===== src/rtl/serial_tx_pkg.sv =====
// Shared state encoding and defaults for the framed serial transmitter.
package serial_tx_pkg;

    typedef enum logic [1:0] {
        ST_IDLE  = 2'd0,
        ST_START = 2'd1,
        ST_DATA  = 2'd2
    } state_e;

    localparam logic [7:0] TRAIN_PATTERN_DEFAULT = 8'hA5;

endpackage


===== src/rtl/serial_tx_shifter.sv =====
// Load/shift register with bit counter for one frame's data bits, MSB first.
module serial_tx_shifter #(
    parameter int unsigned WIDTH = 8
) (
    input  logic             clk_i,
    input  logic             rstn_i,
    input  logic             load_i,
    input  logic             shift_i,
    input  logic [WIDTH-1:0] dat_i,
    output logic             msb_o,
    output logic             last_o,
    output logic             near_last_o
);

    localparam int unsigned CW = $clog2(WIDTH);

    logic [WIDTH-1:0] shreg_q;
    logic [CW-1:0]    cnt_q;

    always_ff @(posedge clk_i or negedge rstn_i) begin
        if (!rstn_i) begin
            shreg_q <= '0;
            cnt_q   <= '0;
        end else if (load_i) begin
            shreg_q <= dat_i;
            cnt_q   <= '0;
        end else if (shift_i) begin
            shreg_q <= {shreg_q[WIDTH-2:0], 1'b0};
            // Hold at the last bit so the counter never wraps.
            if (!last_o) begin
                cnt_q <= cnt_q + CW'(1);
            end
        end
    end

    assign msb_o       = shreg_q[WIDTH-1];
    assign last_o      = (cnt_q == CW'(WIDTH - 1));
    assign near_last_o = (cnt_q == CW'(WIDTH - 2));

endmodule


===== src/rtl/serial_tx_autoinv.sv =====
// Framed serial transmitter (start bit + WIDTH data bits MSB first) with output polarity
// inversion. Define SERIAL_TX_TRAIN_EN to add the train_i port and training frames.
module serial_tx_autoinv
    import serial_tx_pkg::*;
#(
    parameter int unsigned      WIDTH         = 8,
    parameter logic             INV           = 1'b0,
    parameter logic             IDLE_BIT      = 1'b0
`ifdef SERIAL_TX_TRAIN_EN
    ,
    parameter logic [WIDTH-1:0] TRAIN_PATTERN = WIDTH'(TRAIN_PATTERN_DEFAULT)
`endif
) (
    input  logic             clk_i,
    input  logic             rstn_i,
    input  logic [WIDTH-1:0] dat_i,
    input  logic             valid_i,
    output logic             ready_o,
    output logic             busy_o,
    output logic             ser_o
`ifdef SERIAL_TX_TRAIN_EN
    ,
    input  logic             train_i
`endif
);

    state_e           state_q, state_d;
    logic             slot, xfer_user, xfer_train, load, shift;
    logic             ready_d, ser_d;
    logic             msb, last, near_last;
    logic [WIDTH-1:0] load_dat;

    serial_tx_shifter #(
        .WIDTH (WIDTH)
    ) u_shifter (
        .clk_i       (clk_i),
        .rstn_i      (rstn_i),
        .load_i      (load),
        .shift_i     (shift),
        .dat_i       (load_dat),
        .msb_o       (msb),
        .last_o      (last),
        .near_last_o (near_last)
    );

    always_comb begin
        slot      = (state_q == ST_IDLE) || ((state_q == ST_DATA) && last);
        xfer_user = valid_i && ready_o;
`ifdef SERIAL_TX_TRAIN_EN
        // A word already offered via ready_o is honoured so it is never dropped.
        xfer_train = slot && train_i && !xfer_user;
        load_dat   = xfer_train ? TRAIN_PATTERN : dat_i;
`else
        xfer_train = 1'b0;
        load_dat   = dat_i;
`endif
        load  = xfer_user || xfer_train;
        shift = (state_q == ST_DATA) && !load;

        state_d = state_q;
        unique case (state_q)
            ST_IDLE:  state_d = load ? ST_START : ST_IDLE;
            ST_START: state_d = ST_DATA;
            ST_DATA:  if (last) state_d = load ? ST_START : ST_IDLE;
            default:  state_d = ST_IDLE;
        endcase

        ready_d = (state_d == ST_IDLE) || ((state_q == ST_DATA) && near_last);
`ifdef SERIAL_TX_TRAIN_EN
        ready_d = ready_d && !train_i;
`endif

        // Serial output follows the current state, one cycle behind the transfer edge.
        unique case (state_q)
            ST_START: ser_d = ~IDLE_BIT ^ INV;
            ST_DATA:  ser_d = msb ^ INV;
            default:  ser_d = IDLE_BIT ^ INV;
        endcase
    end

    always_ff @(posedge clk_i or negedge rstn_i) begin
        if (!rstn_i) begin
            state_q <= ST_IDLE;
            ready_o <= 1'b0;
            busy_o  <= 1'b0;
            ser_o   <= IDLE_BIT ^ INV;
        end else begin
            state_q <= state_d;
            ready_o <= ready_d;
            busy_o  <= (state_d != ST_IDLE);
            ser_o   <= ser_d;
        end
    end

endmodule


===== config.mk =====
export PLATFORM = sky130hd
export DESIGN_NAME = serial_tx_autoinv
export DESIGN_NICKNAME = d
export VERILOG_FILES = /design/src/rtl/serial_tx_pkg.sv /design/src/rtl/serial_tx_shifter.sv /design/src/rtl/serial_tx_autoinv.sv
export SDC_FILE = /design/constraint.sdc
export NUM_CORES = 1
export LEC_CHECK = 0
export BUFFER_PORTS_ARGS = -buffer_cell sky130_fd_sc_hd__buf_2
export CAP_MARGIN = 20
export CORE_MARGIN = 2
export CORE_UTILIZATION = 30
export CTS_CLUSTER_SIZE = 16
export DETAILED_ROUTE_END_ITERATION = 12
export GPL_ROUTABILITY_DRIVEN = 0
export GPL_TIMING_DRIVEN = 1
export PLACE_DENSITY_LB_ADDON = 0.15
export SLEW_MARGIN = 20
export SYNTH_ARGS = -nofsm -noshare
export SYNTH_HDL_FRONTEND = slang
export SYNTH_HIERARCHICAL = 1
export SYNTH_SLANG_ARGS = --single-unit

===== constraint.sdc =====
create_clock -name clk_i -period 1.4 [get_ports clk_i]
set_input_delay 0.14 -clock clk_i [delete_from_list [all_inputs] [get_ports clk_i]]
set_output_delay 0.14 -clock clk_i [all_outputs]
set_load 0.02 [all_outputs]

Word-level counts from Yosys, hierarchy flattened --
Index checks and enable logic that the tools add are counted.
Storage, ports and cells: word-level logic and storage cells 31, bits in registers 16, bits of input ports 11, output and inout bits 3
Cells by class: $add $sub $neg 1, eq/ne operators 5, mux-type cells 9, reductions and logical operators 10
Operator list (number):
- $mux 8 | 2
- $mux 3 | 3
- $eq 3x3->1 const B | 2
- $pmux 2 s3 | 1
- $logic_not 2->1 | 2
- $reduce_bool 2->1 | 2
- $add 3x1->3 const B | 1
- $logic_and 1x1->1 | 3
- $eq 2x1->1 const B | 1
- $eq 2x2->1 const B | 1
- $mux 2 | 1
- $ne 2x2->1 const B | 1
- $pmux 1 s2 | 1
- $reduce_and 2->1 | 1
- $logic_not 1->1 | 1
- $logic_or 1x1->1 | 1
- $mux 1 | 1

Logic depth before layout (Yosys ltp) --
Gate-level depths: netlist of the first run.
word-level depth 6, gate-level depth with buffers 7, mapped depth without buffers 6

By module --
The synthesis of the first run kept the hierarchy.
Modules (own cells, without submodules):
- serial_tx_shifter | cells each 51, sequential area each 275.3 µm², instances 1, area an instance 560.5 µm²
- serial_tx_autoinv | cells each 24, sequential area each 125.1 µm², instances 1, area an instance 269.0 µm²

Worst setup path before layout of the first run --
Ideal clock, no wire load.
path kind reg2reg, start register state_q[0], end register u_shifter.cnt_q[2], setup slack -0.050 ns, cell stages (with the launch flop) 8, setup time 0.118 ns, clock period less this slack 1.450 ns, data required time 1.282 ns, path buffers 1, arrival time 1.331 ns, cells stage by stage dfrtp_1 inv_1 ha_1 and2_2 buf_6 nand2b_4 mux2i_1 nor2_1
Between the ends: cells in the longest elaborated chain, start to end 4
RTL lines:
- start: declaration | RTL line serial_tx_autoinv.sv:27 | state_e state_q, state_d;
- start signal: assignment | RTL line serial_tx_autoinv.sv:88 | state_q <= state_d;
- $eq 2x2->1 | RTL line serial_tx_autoinv.sv:58 | shift = (state_q == ST_DATA) && !load;
- $logic_and 1x1->1 | RTL line serial_tx_autoinv.sv:58
- named net shift | RTL line serial_tx_autoinv.sv:28 | logic slot, xfer_user, xfer_train, load, shift;
- $reduce_bool 2->1 (no line)
- $reduce_and 2->1 (no line)
- end signal: assignment | RTL line serial_tx_shifter.sv:31 | cnt_q <= cnt_q + CW'(1);
- end: declaration | RTL line serial_tx_shifter.sv:18 | logic [CW-1:0] cnt_q;
The timed path passes the listed nets, and every way through them passes these cells. A chain may end at the register's enable or synchronous reset.

Worst setup path after layout of the first run --
start register u_shifter.cnt_q[0], end register busy_o
Between the ends: cells in the longest elaborated chain, start to end 4
RTL lines:
- $eq 3x3->1 | RTL line serial_tx_shifter.sv:37 | assign last_o = (cnt_q == CW'(WIDTH - 1));
- named net last | RTL line serial_tx_autoinv.sv:30 | logic msb, last, near_last;
- $mux 2 | RTL line serial_tx_autoinv.sv:64 | ST_DATA: if (last) state_d = load ? ST_START : ST_IDLE;
- $pmux 2 s3 | RTL line serial_tx_autoinv.sv:61 | unique case (state_q)
- named net state_d[0] | RTL line serial_tx_autoinv.sv:27
- $reduce_bool 2->1 | RTL line serial_tx_autoinv.sv:90 | busy_o <= (state_d != ST_IDLE);
- end signal: assignment | RTL line serial_tx_autoinv.sv:90
- end: declaration | RTL line serial_tx_autoinv.sv:19 | output logic busy_o,
The timed path passes the listed nets, and every way through them passes these cells.

==> flow_summary_export.csv, run 1 <==
group,metric,value,unit
sta,rsz0062_at_grt,"yes",
grt,grt_overflow_total,0,
synth,synth.largest_area_cell,"dfrtp_1",
grt,grt_max_degree,17,
power,netSwitchingPower,0.000742,W
cells_and_area,syn_to_final_growth,33.3,%
die,dieArea,3200,um2
power,p_seq_share,38.0,%
power,power.share.clock,12.0,%
job,drv_cap,0,
synth,synth.cell_area,830,um2
route,ant_nets,0,
clock_tree,cts_buffer_depth,2,
cells_and_area,fin_cells,133,
sta,setup_viol,0,
synth,synth_top_area_share,48.3,%
sta,relSlewSlack,75.2,%
cells_and_area,fillers,279,
grt,antenna_found_initial,0,
grt,use_met3,2.07,%
setup_path,criticalPathCategory,"flip-flop to flip-flop",
synth,synth_top_family_by_area,"simple AND/OR/NAND/NOR gates",
synth,synth_cell_type_count,26,
route,drt_iter0_markers,11,
cells_and_area,fin_area,1110,um2
setup_path,crit_fanout,5,
power,p_int,0.00127,W
setup_path,endpoint_kind,"flip-flop",
cells_and_area,final_nets,122,
cells_and_area,regArea,400,um2
die,pin_count,14,
placement,dpl_cell_area,1000,um2
synth,synth_warnings,6,
power,p_comb_share,50.0,%
sta,max_freq,747,MHz
power,vdd_drop_max,0.000795,V
setup_path,worstReg2RegStart,"u_shifter/cnt_q[0]",
cells_and_area,drive_gt1_share,42.2,%
synth,synth.area.top_cells,"dfrtp_1, ha_1, mux2i_1",
worst_hold_path,hold_path.startpoint,"dat_i[7]",
route,drc,0,
die,num_rows,19,
die,die_x,56.6,um
setup_path,crit_required,1.57,ns
power,powerDensity,1820,nW/um2
grt,busiest_layer,"met2",
setup_path,crit_family,"adder cells",
cells_and_area,layout_commonest_cell,"dfrtp_1",
status,status,"completed",
clock_tree,cts_made_buffers,3,
setup_path,ff2ff_path_depth,5,
placement,place_hpwl,1150,um
sta,worst_slack,0.0610,ns
cells_and_area,final_util,41.2,%
synth,synthAdderAreaFrac,10.6,%
worst_hold_path,whs_path_depth,3,
die,core,2690,um2
synth,synth_xor_area_share,1.06,%
cells_and_area,final_cell_mix,"dfrtp_1, buf_2, buf_4",
synth,syn-num-nets,93,
grt,grt_usage,10.3,%
clock_tree,cts_sinks,16,
sta,tightest_slew,0.372,ns
setup_path,arrival,1.51,ns
clock_tree,cts_tree,"yes",
route,routed-via-count,599,
sta,fin_crit_sh,95.6,%
worst_hold_path,min_to,"u_shifter/shreg_q[7]",
clock_tree,cts_root_buf,"clkbuf_4",
synth,syn_inst,75,
placement,placed_cells,128,
synth,ys_ff_latch,16,
sta,hold_viol_final,0,
synth,synth_seq_area_share,48.3,%
sta,min_period,1.34,ns
cells_and_area,num_antenna_cells,0,
grt,grt_util_met1,14.1,%
clock_tree,htreeDepth,1,
clock_tree,clk_latency,0.28,ns
sta,fin_skew,0.00111,ns
sta,holdWs,0.0696,ns
synth,muxShareOfSynthArea,9.65,%
route,wl_per_cell,11.6,um
setup_path,crit_buf_inv,0,
synth,synth.avg_cell_area,11.1,um2
synth,synth_compound_area_share,10.6,%
placement,portBuffers,13,
synth,synth_simple_gate_area_share,15.2,%
route,routed_wl,1550,um
placement,dp_slack,-0.0219,ns
power,power_leakage,0.506,nW
route,via_per_inst,4.50,
grt,grt_pass1_vias,579,
cells_and_area,multiInputGateArea,453,um2
setup_path,worst_path_max_delay_cell,"dfrtp_1",
route,drt-pass1-iter-count,2,
setup_path,startpoint_type,"flip-flop",
power,switching_share,36.9,%
clock_tree,clk_pin_slew_worst_paths,0.09,ns
setup_path,max_stage_delay,0.39,ns
die,start_util,30.9,%
die,die_h,56.6,um
sta,final_max_slew_viol_count,0,
setup_path,reg2reg_to,"busy_o",
worst_hold_path,hold_path.class,"primary input to flip-flop",
grt,grt_first_pass_wirelength,2530,um
setup_path,crit_chain,"ha_2, ha_4, o21ai_4, a221oi_4, or2_1",
grt,grtUsageMet2,15.8,%
setup_path,r2r_setup_slack,0.06,ns
==> synth_stat cells, drive strengths merged <==
cell type,number
nand2b,2
ha,7
nor2b,1
o21ai,11
nand2,10
xnor2,1
nor2,3
a221oi,1
nor3b,1
nand3,1
buf,3
a21oi,2
inv,4
dfrtp,16
mux2i,8
nand4bb,1
or2,1
and2,2
==> flip-flops by register name (all words and copies together), names as in the netlist <==
| register | count |
|---|---|
| ready_o | 1 |
| ser_o | 1 |
| state_q | 2 |
| u_shifter/cnt_q | 3 |
| busy_o | 1 |
| u_shifter/shreg_q | 8 |
==> cell families (layout without fill, tap and decap cells) <==
group,after synthesis,in the layout
AO/OA/AOI/OAI,14,14
XOR/XNOR,1,1
adder cells (fa/ha/maj),7,7
buffers and inverters,7,34
flip-flops,16,16
multiplexers,8,8
AND/OR/NAND/NOR,22,22
==> routing by layer <==
metal / up-vias / routed length (um)
met5: - / 0
met4: 0 / 15
met3: 2 / 49
met2: 7 / 723
met1: 282 / 759
li1: 308 / -
==> layout make-up <==
| cell class | instances | area share, % |
|---|---|---|
| multi-input cells | 52 | 41.0 |
| repair buffers | 27 | 16.0 |
| flip-flops and latches | 16 | 36.2 |
| clock buffers | 3 | 2.04 |
| inverters | 4 | 1.36 |
| well taps | 31 | 3.51 |
==> power by group through the flow <==
stage | clock [W] | sequential [W] | combinational, W
after floorplan | 0 | 0.000811 | 0.000522
after global placement | 0 | 0.000762 | 0.000866
after detailed placement | 0 | 0.000770 | 0.000867
after CTS | 0.000253 | 0.000759 | 0.000898
after global routing | 0.000276 | 0.000795 | 0.00112
final | 0.000242 | 0.000764 | 0.00101
==> worst register-to-register path, stage by stage, from the launching register on <==
cell and delay, ns:
dfrtp_1 0.39, ha_2 0.21, ha_4 0.19, o21ai_4 0.15
a221oi_4 0.08, or2_1 0.22
==> metrics by stage <==
step           power (W)  setup TNS (ns)
5_1_grt          0.00220         -0.0188
6_report         0.00201               0
2_1_floorplan    0.00133               0
3_3_place_gp     0.00163               0
4_1_cts          0.00191               0
3_5_place_dp     0.00164         -0.0265
==> worst max path at each step <==
stage	startpoint	endpoint	slack (ns)	depth (start not counted)
6_report	u_shifter/cnt_q[0]	busy_o	0.06	5
5_1_grt	state_q[0]	u_shifter/cnt_q[2]	-0.01	7
4_1_cts	state_q[1]	ready_o	0.008	6
3_5_place_dp	u_shifter/cnt_q[0]	ready_o	-0.02	4
3_3_place_gp	state_q[1]	ready_o	0.01	6
2_1_floorplan	state_q[0]	u_shifter/cnt_q[2]	0.01	7
==> timing repair <==
item | 4_1_cts | 5_1_grt
pin swaps | 1 | 4
endpoints found under the hold margin | 16 | 0
buffers inserted | 1 | 0
gates resized for setup | 1 | 13
setup endpoints to repair | 2 | 9
hold buffers | 1 | 0
Note: power is estimated with default switching activity, not from simulation.
==> run 2: changes to the inputs <==
--- a/config.mk
+++ b/config.mk
@@ -14,6 +14,7 @@
 export GPL_ROUTABILITY_DRIVEN = 0
 export GPL_TIMING_DRIVEN = 1
 export PLACE_DENSITY_LB_ADDON = 0.15
+export SETUP_SLACK_MARGIN = 0.3
 export SLEW_MARGIN = 20
 export SYNTH_ARGS = -nofsm -noshare
 export SYNTH_HDL_FRONTEND = slang
==> flow_summary_export.csv, run 2 (synthesis results as in run 1) <==
group,metric,value,unit
status,status,"completed",
sta,worst_slack,0.105,ns
cells_and_area,num_antenna_cells,0,
cells_and_area,final_nets,119,
route,drt-pass1-iter-count,3,
grt,grt_usage,12.1,%
clock_tree,clk_pin_slew_worst_paths,0.10,ns
clock_tree,clk_latency,0.28,ns
sta,fin_skew,0.00631,ns
placement,portBuffers,13,
placement,dpl_cell_area,955,um2
setup_path,worst_path_max_delay_cell,"dfrtp_1",
sta,tightest_slew,0.360,ns
die,core,2690,um2
sta,hold_viol_final,0,
clock_tree,cts_sinks,16,
cells_and_area,fin_area,1090,um2
cells_and_area,layout_commonest_cell,"dfrtp_1",
setup_path,arrival,1.47,ns
route,wl_per_cell,11.6,um
cells_and_area,final_cell_mix,"dfrtp_1, buf_2, nand2_1, buf_4",
setup_path,crit_fanout,5,
clock_tree,cts_made_buffers,3,
route,routed_wl,1520,um
grt,grtUsageMet2,20.6,%
power,power_leakage,0.496,nW
sta,relSlewSlack,76.0,%
sta,fin_crit_sh,92.5,%
cells_and_area,fillers,281,
setup_path,crit_buf_inv,0,
setup_path,endpoint_kind,"flip-flop",
placement,dp_slack,0.0393,ns
setup_path,criticalPathCategory,"flip-flop to flip-flop",
clock_tree,cts_root_buf,"clkbuf_4",
sta,final_max_slew_viol_count,0,
grt,busiest_layer,"met2",
die,dieArea,3200,um2
cells_and_area,syn_to_final_growth,31.1,%
sta,rsz0062_at_grt,"yes",
route,routed-via-count,583,
cells_and_area,largest_reg_flops,8,
die,pin_count,14,
setup_path,max_stage_delay,0.42,ns
setup_path,crit_family,"flip-flops",
setup_path,crit_required,1.58,ns
setup_path,crit_path_frequent_cell,"ha_4",
grt,grt_overflow_total,0,
die,die_h,56.6,um
worst_hold_path,hold_path.startpoint,"dat_i[5]",
worst_hold_path,hold_path.class,"primary input to flip-flop",
clock_tree,cts_buffer_depth,2,
worst_hold_path,min_to,"u_shifter/shreg_q[5]",
die,start_util,30.9,%
setup_path,ff2ff_path_depth,5,
grt,antenna_found_initial,0,
cells_and_area,drive_gt1_share,45.0,%
grt,use_met3,3.69,%
job,drv_cap,0,
setup_path,crit_chain,"ha_4, ha_4, o21ai_2, a221oi_2, or2_1",
setup_path,startpoint_type,"flip-flop",
route,via_per_inst,4.45,
cells_and_area,regMostFlops,"u_shifter/shreg_q",
grt,grt_pass1_vias,632,
sta,setup_viol,0,
setup_path,r2r_setup_slack,0.11,ns
placement,place_hpwl,1090,um
grt,grt_max_degree,17,
grt,grt_util_met1,14.5,%
sta,max_freq,772,MHz
route,drc,0,
cells_and_area,reg_top3,"u_shifter/shreg_q (8), u_shifter/cnt_q (3), state_q (2)",
setup_path,reg2reg_to,"busy_o",
sta,min_period,1.29,ns
clock_tree,cts_tree,"yes",
worst_hold_path,whs_path_depth,3,
die,num_rows,19,
sta,tns,0,ns
die,die_x,56.6,um
grt,grt_first_pass_wirelength,2950,um
clock_tree,htreeDepth,1,
power,vdd_drop_max,0.000951,V
setup_path,worstReg2RegStart,"u_shifter/cnt_q[0]",
power,powerDensity,1850,nW/um2
route,ant_nets,0,
route,drt_iter0_markers,5,
run 2: worst max path at each step:
stage | start | to | cells after the start
global placement | u_shifter/cnt_q[1] | busy_o | 5
global route | state_q[1] | ready_o | 5
floorplan | state_q[0] | u_shifter/cnt_q[2] | 7
CTS | u_shifter/cnt_q[0] | busy_o | 5
finish | u_shifter/cnt_q[0] | busy_o | 5
detailed placement | u_shifter/cnt_q[1] | busy_o | 5
run 2: layout make-up:
class / count / area, um2 / share of cell area [%]
multi-input combinational: 53 / 452 / 41.5
sequential: 16 / 403 / 37.1
clock buffer: 4 / 36.3 / 3.34
timing repair buffer: 23 / 143 / 13.1
tap: 31 / 38.8 / 3.57
inverter: 4 / 15.0 / 1.38
run 2: metrics by stage:
stage | hold WS, ns | utilization (%) | total power, W | instances
detailed placement | 0.0830 | 35.5 | 0.00155 | 118
floorplan | -0.156 | - | 0.00137 | 75
finish | 0.0604 | 40.5 | 0.00201 | 131
global route | 0.0645 | 40.5 | 0.00223 | 131
global placement | 0.0800 | 35.5 | 0.00155 | 118
CTS | 0.0477 | 39.2 | 0.00198 | 128
run 2: worst min-delay path, delay by kind of cell:
| family | cells | cell delay (ns) |
|---|---|---|
| AND/OR/NAND/NOR | 1 | 0.03 |
| buffers and inverters | 1 | 0.07 |
| AO/OA/AOI/OAI | 1 | 0.05 |
run 2: report_power, final:
| part | leakage [nW] | switching, W | internal, W |
|---|---|---|---|
| Sequential | 0.201 | 0.000130 | 0.000662 |
| Clock | 0.0210 | 0.000146 | 0.000158 |
| Combinational | 0.274 | 0.000455 | 0.000462 |
| Total | 0.496 | 0.000731 | 0.00128 |
run 2: per-layer routing:
metal  share of wire (%)  vias up
met2                  48        8
met4                0.98        0
met5                   0        -
met3                 3.6        2
li1                    -      304
met1                  48      269
run 2: repair_timing:
item / in CTS / in global routing
pin swaps: 3 / 5
setup endpoints to repair: 15 / 15
cloned: 1 / 0
resized for setup: 4 / 4
buffers inserted: 4 / 3
hold endpoints to repair: 16 / 0
hold buffers: 1 / 0
